===== src/rtl/prbs_scrambler_param.sv =====
`default_nettype none
// ---------------------------------------------------------------------------
// Module   : prbs_scrambler_param
// Purpose  : PRBS-7/15/23/31 word scrambler with LSB-first serialiser and
//            per-frame reseeding over a valid/ready input.
// Revision : 1.0  initial release
// ---------------------------------------------------------------------------
module prbs_scrambler_param #(
  parameter int          DATA_W  = 8,
  parameter int          FRAME_W = 3,
  parameter logic [30:0] SEED    = 31'h7FFF_FFFF
) (
  input  logic               clk,
  input  logic               rst,
  input  logic [1:0]         mode,
  input  logic [FRAME_W-1:0] frame_len,
  input  logic               in_valid,
  output logic               in_ready,
  input  logic [DATA_W-1:0]  data_in,
  output logic [DATA_W-1:0]  data_random,
  output logic               par_valid,
  output logic               data_out,
  output logic               ser_valid,
  output logic               ser_sof
);

  localparam int                CNT_W    = $clog2(DATA_W);
  localparam logic [CNT_W-1:0]  LAST_BIT = CNT_W'(DATA_W - 1);
  localparam logic [0:0]        ST_IDLE  = 1'b0;
  localparam logic [0:0]        ST_SHIFT = 1'b1;

  function automatic logic [30:0] len_mask(input logic [1:0] m);
    case (m)
      2'd0:    len_mask = 31'h0000_007F;
      2'd1:    len_mask = 31'h0000_7FFF;
      2'd2:    len_mask = 31'h007F_FFFF;
      default: len_mask = 31'h7FFF_FFFF;
    endcase
  endfunction

  function automatic logic fb_of(input logic [30:0] s, input logic [1:0] m);
    case (m)
      2'd0:    fb_of = s[6]  ^ s[5];
      2'd1:    fb_of = s[14] ^ s[13];
      2'd2:    fb_of = s[22] ^ s[17];
      default: fb_of = s[30] ^ s[27];
    endcase
  endfunction

  logic [30:0]        lfsr_q, lfsr_d;
  logic [1:0]         act_mode_q, act_mode_d;
  logic [FRAME_W-1:0] word_cnt_q, word_cnt_d;
  logic [DATA_W-1:0]  data_random_q, data_random_d;
  logic               par_valid_q, par_valid_d;
  logic [DATA_W-1:0]  sreg_q, sreg_d;
  logic [CNT_W-1:0]   bit_cnt_q, bit_cnt_d;
  logic [0:0]         state_q, state_d;
  logic               sof_q, sof_d;

  logic               w_accept;
  logic               w_frame_start;
  logic               w_wrap;
  logic [1:0]         w_eff_mode;
  logic [30:0]        w_step;
  logic               w_fb;
  logic [DATA_W-1:0]  w_mask;
  logic [DATA_W-1:0]  w_scrambled;

  assign in_ready    = rst & ((state_q == ST_IDLE) | (bit_cnt_q == LAST_BIT));
  assign w_accept    = in_valid & in_ready;
  assign data_random = data_random_q;
  assign par_valid   = par_valid_q;
  assign data_out    = sreg_q[0];
  assign ser_valid   = (state_q == ST_SHIFT);
  assign ser_sof     = sof_q;

  assign w_frame_start = (word_cnt_q == '0);
  assign w_eff_mode    = w_frame_start ? mode : act_mode_q;
  assign w_wrap        = (frame_len != '0) && (word_cnt_q >= (frame_len - FRAME_W'(1)));

  // Mask generation; a mode switch at frame start restarts the new polynomial from SEED.
  always_comb begin
    w_mask = '0;
    w_fb   = 1'b0;
    if (w_frame_start && (mode != act_mode_q)) begin
      w_step = SEED & len_mask(mode);
    end else begin
      w_step = lfsr_q;
    end
    for (int i = 0; i < DATA_W; i++) begin
      w_fb      = fb_of(w_step, w_eff_mode);
      w_mask[i] = w_fb;
      w_step    = {w_step[29:0], w_fb} & len_mask(w_eff_mode);
    end
  end

  assign w_scrambled = data_in ^ w_mask;

  always_comb begin
    lfsr_d        = lfsr_q;
    act_mode_d    = act_mode_q;
    word_cnt_d    = word_cnt_q;
    data_random_d = data_random_q;
    par_valid_d   = 1'b0;
    sreg_d        = sreg_q;
    bit_cnt_d     = bit_cnt_q;
    state_d       = state_q;
    sof_d         = 1'b0;
    if (w_accept) begin
      act_mode_d    = w_eff_mode;
      data_random_d = w_scrambled;
      par_valid_d   = 1'b1;
      lfsr_d        = w_wrap ? (SEED & len_mask(w_eff_mode)) : w_step;
      word_cnt_d    = ((frame_len == '0) || w_wrap) ? '0 : word_cnt_q + FRAME_W'(1);
      sreg_d        = w_scrambled;
      bit_cnt_d     = '0;
      sof_d         = w_frame_start;
      state_d       = ST_SHIFT;
    end else if (state_q == ST_SHIFT) begin
      if (bit_cnt_q == LAST_BIT) begin
        state_d   = ST_IDLE;
        sreg_d    = '0;
        bit_cnt_d = '0;
      end else begin
        sreg_d    = sreg_q >> 1;
        bit_cnt_d = bit_cnt_q + CNT_W'(1);
      end
    end
  end

  always_ff @(posedge clk) begin
    if (!rst) begin
      lfsr_q        <= SEED & len_mask(mode);
      act_mode_q    <= mode;
      word_cnt_q    <= '0;
      data_random_q <= '0;
      par_valid_q   <= 1'b0;
      sreg_q        <= '0;
      bit_cnt_q     <= '0;
      state_q       <= ST_IDLE;
      sof_q         <= 1'b0;
    end else begin
      lfsr_q        <= lfsr_d;
      act_mode_q    <= act_mode_d;
      word_cnt_q    <= word_cnt_d;
      data_random_q <= data_random_d;
      par_valid_q   <= par_valid_d;
      sreg_q        <= sreg_d;
      bit_cnt_q     <= bit_cnt_d;
      state_q       <= state_d;
      sof_q         <= sof_d;
    end
  end

endmodule
`default_nettype wire


===== config.mk =====
export PLATFORM = sky130hd
export DESIGN_NAME = prbs_scrambler_param
export DESIGN_NICKNAME = d
export VERILOG_FILES = /design/src/rtl/prbs_scrambler_param.sv
export SDC_FILE = /design/constraint.sdc
export NUM_CORES = 1
export LEC_CHECK = 0
export ABC_AREA = 1
export BUFFER_PORTS_ARGS = -buffer_cell sky130_fd_sc_hd__buf_4
export CAP_MARGIN = 5
export CORE_MARGIN = 1
export CORE_UTILIZATION = 55
export DETAILED_ROUTE_END_ITERATION = 8
export PLACE_DENSITY = 0.77
export SLEW_MARGIN = 0
export SYNTH_ARGS = -nofsm -noshare
export SYNTH_HDL_FRONTEND = slang
export SYNTH_SLANG_ARGS = --single-unit

===== constraint.sdc =====
create_clock -name clk -period 3.1 [get_ports clk]
set_input_delay 0.155 -clock clk [delete_from_list [all_inputs] [get_ports clk]]
set_output_delay 0.155 -clock clk [all_outputs]
set_load 0.01 [all_outputs]

==> impl_metrics.env, run 1 <==
export IMPL_die_height_um=82.8
export IMPL_setup_viol=0
export IMPL_p_leak_nw=1.91
export IMPL_grt_pass1_vias=2956
export IMPL_yosysMostFrequentCell="nand2_1"
export IMPL_use_met1_pct=36.5
export IMPL_cts_root_buf="clkbuf_8"
export IMPL_synth_avg_cell_area_sq_um=7.92
export IMPL_synthArstFlopShare_pct=0
export IMPL_clk_latency_ps=360
export IMPL_track_usage_pct=29.0
export IMPL_area_growth_pct=14.0
export IMPL_ios=29
export IMPL_outcome="completed"
export IMPL_critPathMaxFanout=13
export IMPL_fin_nets=513
export IMPL_antenna_left=0
export IMPL_synth_warnings=0
export IMPL_min_from="in_valid"
export IMPL_clkSlewWorstSetupHoldPaths_ps=80
export IMPL_antenna_found_initial=0
export IMPL_diodes=0
export IMPL_start_util_pct=56.9
export IMPL_use_met3_pct=6.67
export IMPL_dr_pass1_iters=7
export IMPL_postCtsHoldBufs=0
export IMPL_ctsResizeCount=0
export IMPL_dpl_hpwl_um=6810
export IMPL_period_needed_ps=2620
export IMPL_drcViolationCount=0
export IMPL_overflow=0
export IMPL_finalPower_w=0.00266
export IMPL_cp_arrival_ps=2870
export IMPL_wire_per_inst_um=16.0
export IMPL_netlist_area_leader_share_pct=27.6
export IMPL_grt_first_pass_wirelength_um=14300
export IMPL_cts_tree="yes"
export IMPL_vias=3316
export IMPL_die_x_um=82.8
export IMPL_hp_class="in2reg"
export IMPL_synth_edf_count=33
export IMPL_rr_startpoint="word_cnt_q[0]"
export IMPL_dpl_cell_area_sq_um=3880
export IMPL_cts_buffers=9
export IMPL_drtIter0Drc=265
export IMPL_power_density_nw_per_um2=651
export IMPL_cap_violations=0
export IMPL_r2r_setup_slack_ps=480
export IMPL_totalWireLength_um=9150
export IMPL_synthFlopType="edfxtp_1"
export IMPL_yosys_area_top_type="edfxtp_1"
export IMPL_cts_buffer_depth=2
export IMPL_grt_busiest_layer="met2"
export IMPL_core_sq_um=6310
export IMPL_viasPerCell=5.82
export IMPL_dieArea_sq_um=6850
export IMPL_drv_slew=0
export IMPL_numPortBuffers=28
export IMPL_worst_pin_slew_ps=797
export IMPL_worstReg2RegEnd="sreg_q[7]"
export IMPL_rsz0062_at_grt="false"
export IMPL_syn_inst=453
export IMPL_ys_ff_latch=58
export IMPL_post_cts_setup_buffers=0
export IMPL_yosys_top_cells_area="edfxtp_1 28%, dfxtp_1 14%, nand2_1 12%, inv_1 4.7%, nand3_1 4.6%"
export IMPL_clock_sinks=58
export IMPL_path_class="reg2reg"
export IMPL_start_kind="flip-flop"
export IMPL_netlist_top_cells_count="115 x nand2_1, 45 x inv_1, 33 x edfxtp_1, 33 x nand3_1, 30 x o21ai_0"
export IMPL_htreeDepth=3
export IMPL_finalClockSkew_ps=11.7
export IMPL_placementRows=29
export IMPL_stdcell_count=570
export IMPL_dp_cells=554
export IMPL_synth_area_sq_um=3590
export IMPL_hold_end="ser_valid"
export IMPL_finalHoldViolations=0
export IMPL_synth_cell_types=42
export IMPL_fmax_mhz=382
export IMPL_drive_gt1_share_pct=20.7
export IMPL_grt_max_degree=28
export IMPL_hold_depth=3
export IMPL_period_share_pct=84.4
export IMPL_max_vdd_ir_drop_v=0.000413
export IMPL_routabilityCongestion=1.00
export IMPL_relSlewSlack_pct=46.8
export IMPL_worstPathRequired_ps=3360
export IMPL_ys_seq_area_share_pct=41.5
export IMPL_critPathCaptureType="flip-flop"
export IMPL_tns_ps=0
export IMPL_worstRegToRegCells=17
export IMPL_fin_area_sq_um=4090
export IMPL_syn_num_nets=478
export IMPL_grt_met2_usage_pct=46.1
[per-stage QoR]
stage	hold WS, ps	setup WS, ps	util, %
finish	20.2	485	64.8
global route	57.6	228	64.8
CTS	24.8	495	64.8
detailed placement	378	505	61.5
global placement	393	593	61.5
floorplan	276	763	-
[critical path: stages, from the launching register on]
cell	delay, ps
dfxtp_1	320
inv_1	110
ha_1	250
nand2_4	90
o21ai_4	430
inv_4	100
nor2_4	270
inv_1	120
nand2_1	100
nor2_1	50
nand2_1	100
nand2_2	110
nand2_1	100
nand3_2	80
nand3_1	80
nand2_1	50
nand3_1	90
nand2_1	50
[state kept, by name, indices dropped and copies added, names as in the netlist]
signal / count
act_mode_q: 2
bit_cnt_q: 3
data_random: 8
lfsr_q: 31
par_valid: 1
ser_sof: 1
ser_valid: 1
sreg_q: 8
word_cnt_q: 3
[per-layer routing]
metal,share of wire (%),vias to the layer above
met1,43,1572
li1,-,1597
met2,48,123
met4,3.1,0
met5,0,-
met3,5.7,24
[report_power, final]
group	leakage [nW]	internal [W]	switching (W)	total, W
Sequential	0.530	0.000939	0.0000538	0.000993
Clock	0.111	0.000393	0.000342	0.000735
Combinational	1.26	0.000299	0.000637	0.000935
[kinds of logic (layout without fill, tap and decap cells)]
| kind of cell | count (synthesis) | in the layout | share of synthesized area, % |
|---|---|---|---|
| AOI/OAI and AO/OA | 100 | 100 | 16.6 |
| buffers and inverters | 67 | 107 | 8.19 |
| DFF | 58 | 58 | 41.5 |
| adders and majority gates | 9 | 9 | 3.14 |
| and+or+nand+nor | 211 | 211 | 28.6 |
| xor gates and xnor gates | 8 | 8 | 1.95 |
[worst max-delay path by stage]
stage	start	to	slack, ps	depth (start not counted)
final	word_cnt_q[0]	sreg_q[7]	480	17
after floorplan	bit_cnt_q[0]	act_mode_q[0]	760	8
after global placement	frame_len[0]	lfsr_q[5]	590	11
after global routing	word_cnt_q[0]	data_random[7]	230	17
after CTS	word_cnt_q[0]	sreg_q[7]	490	17
after detailed placement	word_cnt_q[0]	sreg_q[7]	500	17
[layout make-up]
class / instances / area (sq um)
fillers: 561 / 2220
multi-input cells: 328 / 1800
flip-flops and latches: 58 / 1490
repair buffers: 33 / 260
inverters: 58 / 228
clock buffers: 11 / 174
well taps: 77 / 96.3
clock inverters: 5 / 38.8
[cells in the final DEF (no fill, tap or decap), types with 11 or more instances in the layout]
cell type  synthesis  final
nand2_1          115    115
inv_1             45     45
nand3_1           33     33
edfxtp_1          33     33
buf_4              0     32
o21ai_0           30     30
a21oi_1           29     29
nor2_1            26     26
dfxtp_1           25     25
o21ai_1           11     11
No activity file was read; power rests on OpenSTA's default activity.
==> inputs of run 2 (changes only) <==
--- a/config.mk
+++ b/config.mk
@@ -5,7 +5,7 @@
 export SDC_FILE = /design/constraint.sdc
 export NUM_CORES = 1
 export LEC_CHECK = 0
-export ABC_AREA = 1
+export ABC_AREA = 0
 export BUFFER_PORTS_ARGS = -buffer_cell sky130_fd_sc_hd__buf_4
 export CAP_MARGIN = 5
 export CORE_MARGIN = 1
==> constraint.sdc (replaced) <==
create_clock -name clk -period 2.66 [get_ports clk]
set_input_delay 0.133 -clock clk [delete_from_list [all_inputs] [get_ports clk]]
set_output_delay 0.133 -clock clk [all_outputs]
set_load 0.01 [all_outputs]
==> impl_metrics.env, run 2 <==
export IMPL_rr_startpoint="word_cnt_q[0]"
export IMPL_clock_sinks=58
export IMPL_cpPeakStageDelay_ps=510
export IMPL_hp_class="in2reg"
export IMPL_synth_warnings=0
export IMPL_htreeDepth=3
export IMPL_cts_tree="yes"
export IMPL_yosys_area_top_type="edfxtp_1"
export IMPL_worstRegToRegCells=11
export IMPL_cts_buffers=9
export IMPL_drcViolationCount=0
export IMPL_slowest_stage="or4_1"
export IMPL_cp_num_cells=11
export IMPL_cap_violations=0
export IMPL_drv_slew=0
export IMPL_clk_latency_ps=340
export IMPL_routabilityCongestion=0.935
export IMPL_cp_arrival_ps=2810
export IMPL_fill_cells=464
export IMPL_stdcell_count=488
export IMPL_max_vdd_ir_drop_v=0.000502
export IMPL_path_buf_inv=1
export IMPL_grt_first_pass_wirelength_um=13500
export IMPL_dpl_hpwl_um=6250
export IMPL_period_share_pct=97.5
export IMPL_cts_buffer_depth=2
export IMPL_yosysMostFrequentCell="nand2_1"
export IMPL_largest_reg_flops=31
export IMPL_fmax_mhz=385
export IMPL_dp_cells=466
export IMPL_synth_cell_types=51
export IMPL_start_kind="flip-flop"
export IMPL_worst_hold_slack_ps=53.1
export IMPL_cp_endpoint="data_random[7]"
export IMPL_path_class="reg2reg"
export IMPL_outcome="completed"
export IMPL_drtIter0Drc=249
export IMPL_track_usage_pct=28.9
export IMPL_netlist_area_leader_share_pct=29.4
export IMPL_path_cells="inv_1 -> ha_2 -> nand2b_4 -> mux2i_4 -> nand2_1 -> or4_1 -> o211a_4 -> xnor2_2 -> and3_1 -> a41oi_2 -> nand4_1"
export IMPL_viasPerCell=5.96
export IMPL_setup_viol=0
export IMPL_synthArstFlopShare_pct=0
export IMPL_grt_max_degree=39
export IMPL_p_leak_nw=1.66
export IMPL_worstPathRequired_ps=2880
export IMPL_totalWireLength_um=8720
export IMPL_critPathMaxFanout=7
export IMPL_layout_commonest_cell="buf_4"
export IMPL_wire_per_inst_um=17.9
export IMPL_multi_input_area_sq_um=1810
export IMPL_fin_nets=433
export IMPL_worstReg2RegEnd="data_random[7]"
export IMPL_finalClockSkew_ps=9.83
export IMPL_yosys_top_cells_area="edfxtp_1 29%, dfxtp_1 15%, xnor2_1 4.9%, xor2_1 4.7%, a21oi_1 4.6%"
export IMPL_power_density_nw_per_um2=740
export IMPL_r2r_setup_slack_ps=70
export IMPL_core_sq_um=5920
export IMPL_syn_num_nets=384
export IMPL_mostFrequentLayoutCells="48 x buf_4, 40 x nand2_1, 33 x edfxtp_1"
export IMPL_ys_ff_latch=58
export IMPL_period_needed_ps=2590
export IMPL_largest_register="lfsr_q"
export IMPL_clkSlewWorstSetupHoldPaths_ps=60
export IMPL_ys_seq_area_share_pct=44.2
export IMPL_drive_gt1_share_pct=22.5
export IMPL_die_x_um=80.3
export IMPL_cts_root_buf="clkbuf_8"
export IMPL_regArea_sq_um=1490
export IMPL_vias=2908
export IMPL_dr_pass1_iters=5
export IMPL_dieArea_sq_um=6460
export IMPL_grt_pass1_vias=2701
export IMPL_critPathCaptureType="flip-flop"
export IMPL_netlist_top_cells_count="40 x nand2_1, 33 x edfxtp_1, 32 x nor2_1"
export IMPL_area_growth_pct=20.8
export IMPL_start_util_pct=57.0
export IMPL_relSlewSlack_pct=54.9
export IMPL_die_height_um=80.3
export IMPL_antenna_found_initial=0
export IMPL_numPortBuffers=28
export IMPL_ios=29
export IMPL_synth_avg_cell_area_sq_um=9.40
export IMPL_finalHoldViolations=0
export IMPL_placementRows=28
export IMPL_critPathTopFamily="simple AND/OR/NAND/NOR gates"
export IMPL_overflow=0
export IMPL_antenna_left=0
export IMPL_syn_inst=359
export IMPL_synth_edf_count=33
export IMPL_worst_pin_slew_ps=676
export IMPL_startpoint="word_cnt_q[0]"
export IMPL_synthFlopType="edfxtp_1"
export IMPL_diodes=0
export IMPL_synth_area_sq_um=3380
[run 2: cell types whose count changed in the layout (fill, tap and decap cells not counted), sizes merged, moves of 6 or more]
cell | before | now
mux2i | 0 | 8
o21ai | 46 | 37
nand2b | 0 | 9
o211ai | 7 | 0
buf | 33 | 50
xnor2 | 5 | 19
nand2 | 129 | 40
a31oi | 8 | 1
nor2b | 0 | 6
inv | 60 | 17
xor2 | 3 | 18
nand3 | 39 | 4
[run 2: cell families after synthesis]
logic type      count (synthesis)  synth area share (%)
buf+inv                        29                  3.82
compound gates                110                  20.8
xor+xnor                       37                  9.60
mux                            10                  3.78
flops                          58                  44.2
fa+ha+maj                       9                  3.34
simple gates                  106                  14.5
[run 2: where the power goes]
part	internal, W	total (W)	leakage (nW)	switching, W
Sequential	0.00108	0.00119	0.534	0.000102
Clock	0.000512	0.000873	0.108	0.000361
Combinational	0.000424	0.000958	1.02	0.000534
Total	0.00202	0.00302	1.66	0.000997
[run 2: layout make-up]
type / instances / share of cell area [%]
Clock buffer: 12 / 4.08
Clock inverter: 4 / 1.17
Inverter: 17 / 1.56
Multi-Input combinational cell: 272 / 44.5
Sequential cell: 58 / 36.6
Tap cell: 75 / 2.30
Timing Repair Buffer: 50 / 9.82
[run 2: through the flow]
step	setup TNS, ps	area, sq um	utilization [%]	total power, W	setup WS [ps]
after CTS	0	3960	66.9	0.00293	28.4
after floorplan	0	3380	-	0.00177	136
after detailed placement	0	3750	63.3	0.00206	45.6
after global routing	-112	4080	68.9	0.00315	-47.7
after global placement	0	3750	63.3	0.00206	46.9
final	0	4080	68.9	0.00302	65.6
[run 2: layer usage]
metal	global-route usage, %	vias up	wire length [um]
met5	0	-	0
met4	14.3	0	313
met3	5.68	32	749
met2	43.9	130	3920
met1	39.2	1367	3740
li1	-	1379	-
[run 2: worst min-delay path by stage]
stage | start | to | slack, ps | depth (start not counted)
2_1_floorplan | in_valid | ser_valid | 260 | 1
3_3_place_gp | in_valid | ser_valid | 390 | 2
3_5_place_dp | in_valid | ser_valid | 380 | 2
4_1_cts | in_valid | ser_valid | 40 | 2
5_1_grt | in_valid | ser_valid | 50 | 2
6_report | in_valid | ser_valid | 50 | 2
[run 2: repair_timing]
item                                    4_1_cts  5_1_grt
setup buffers                                 0        6
resized for setup                             0       14
endpoints found under the setup margin        0       11
hold buffers                                  0        0
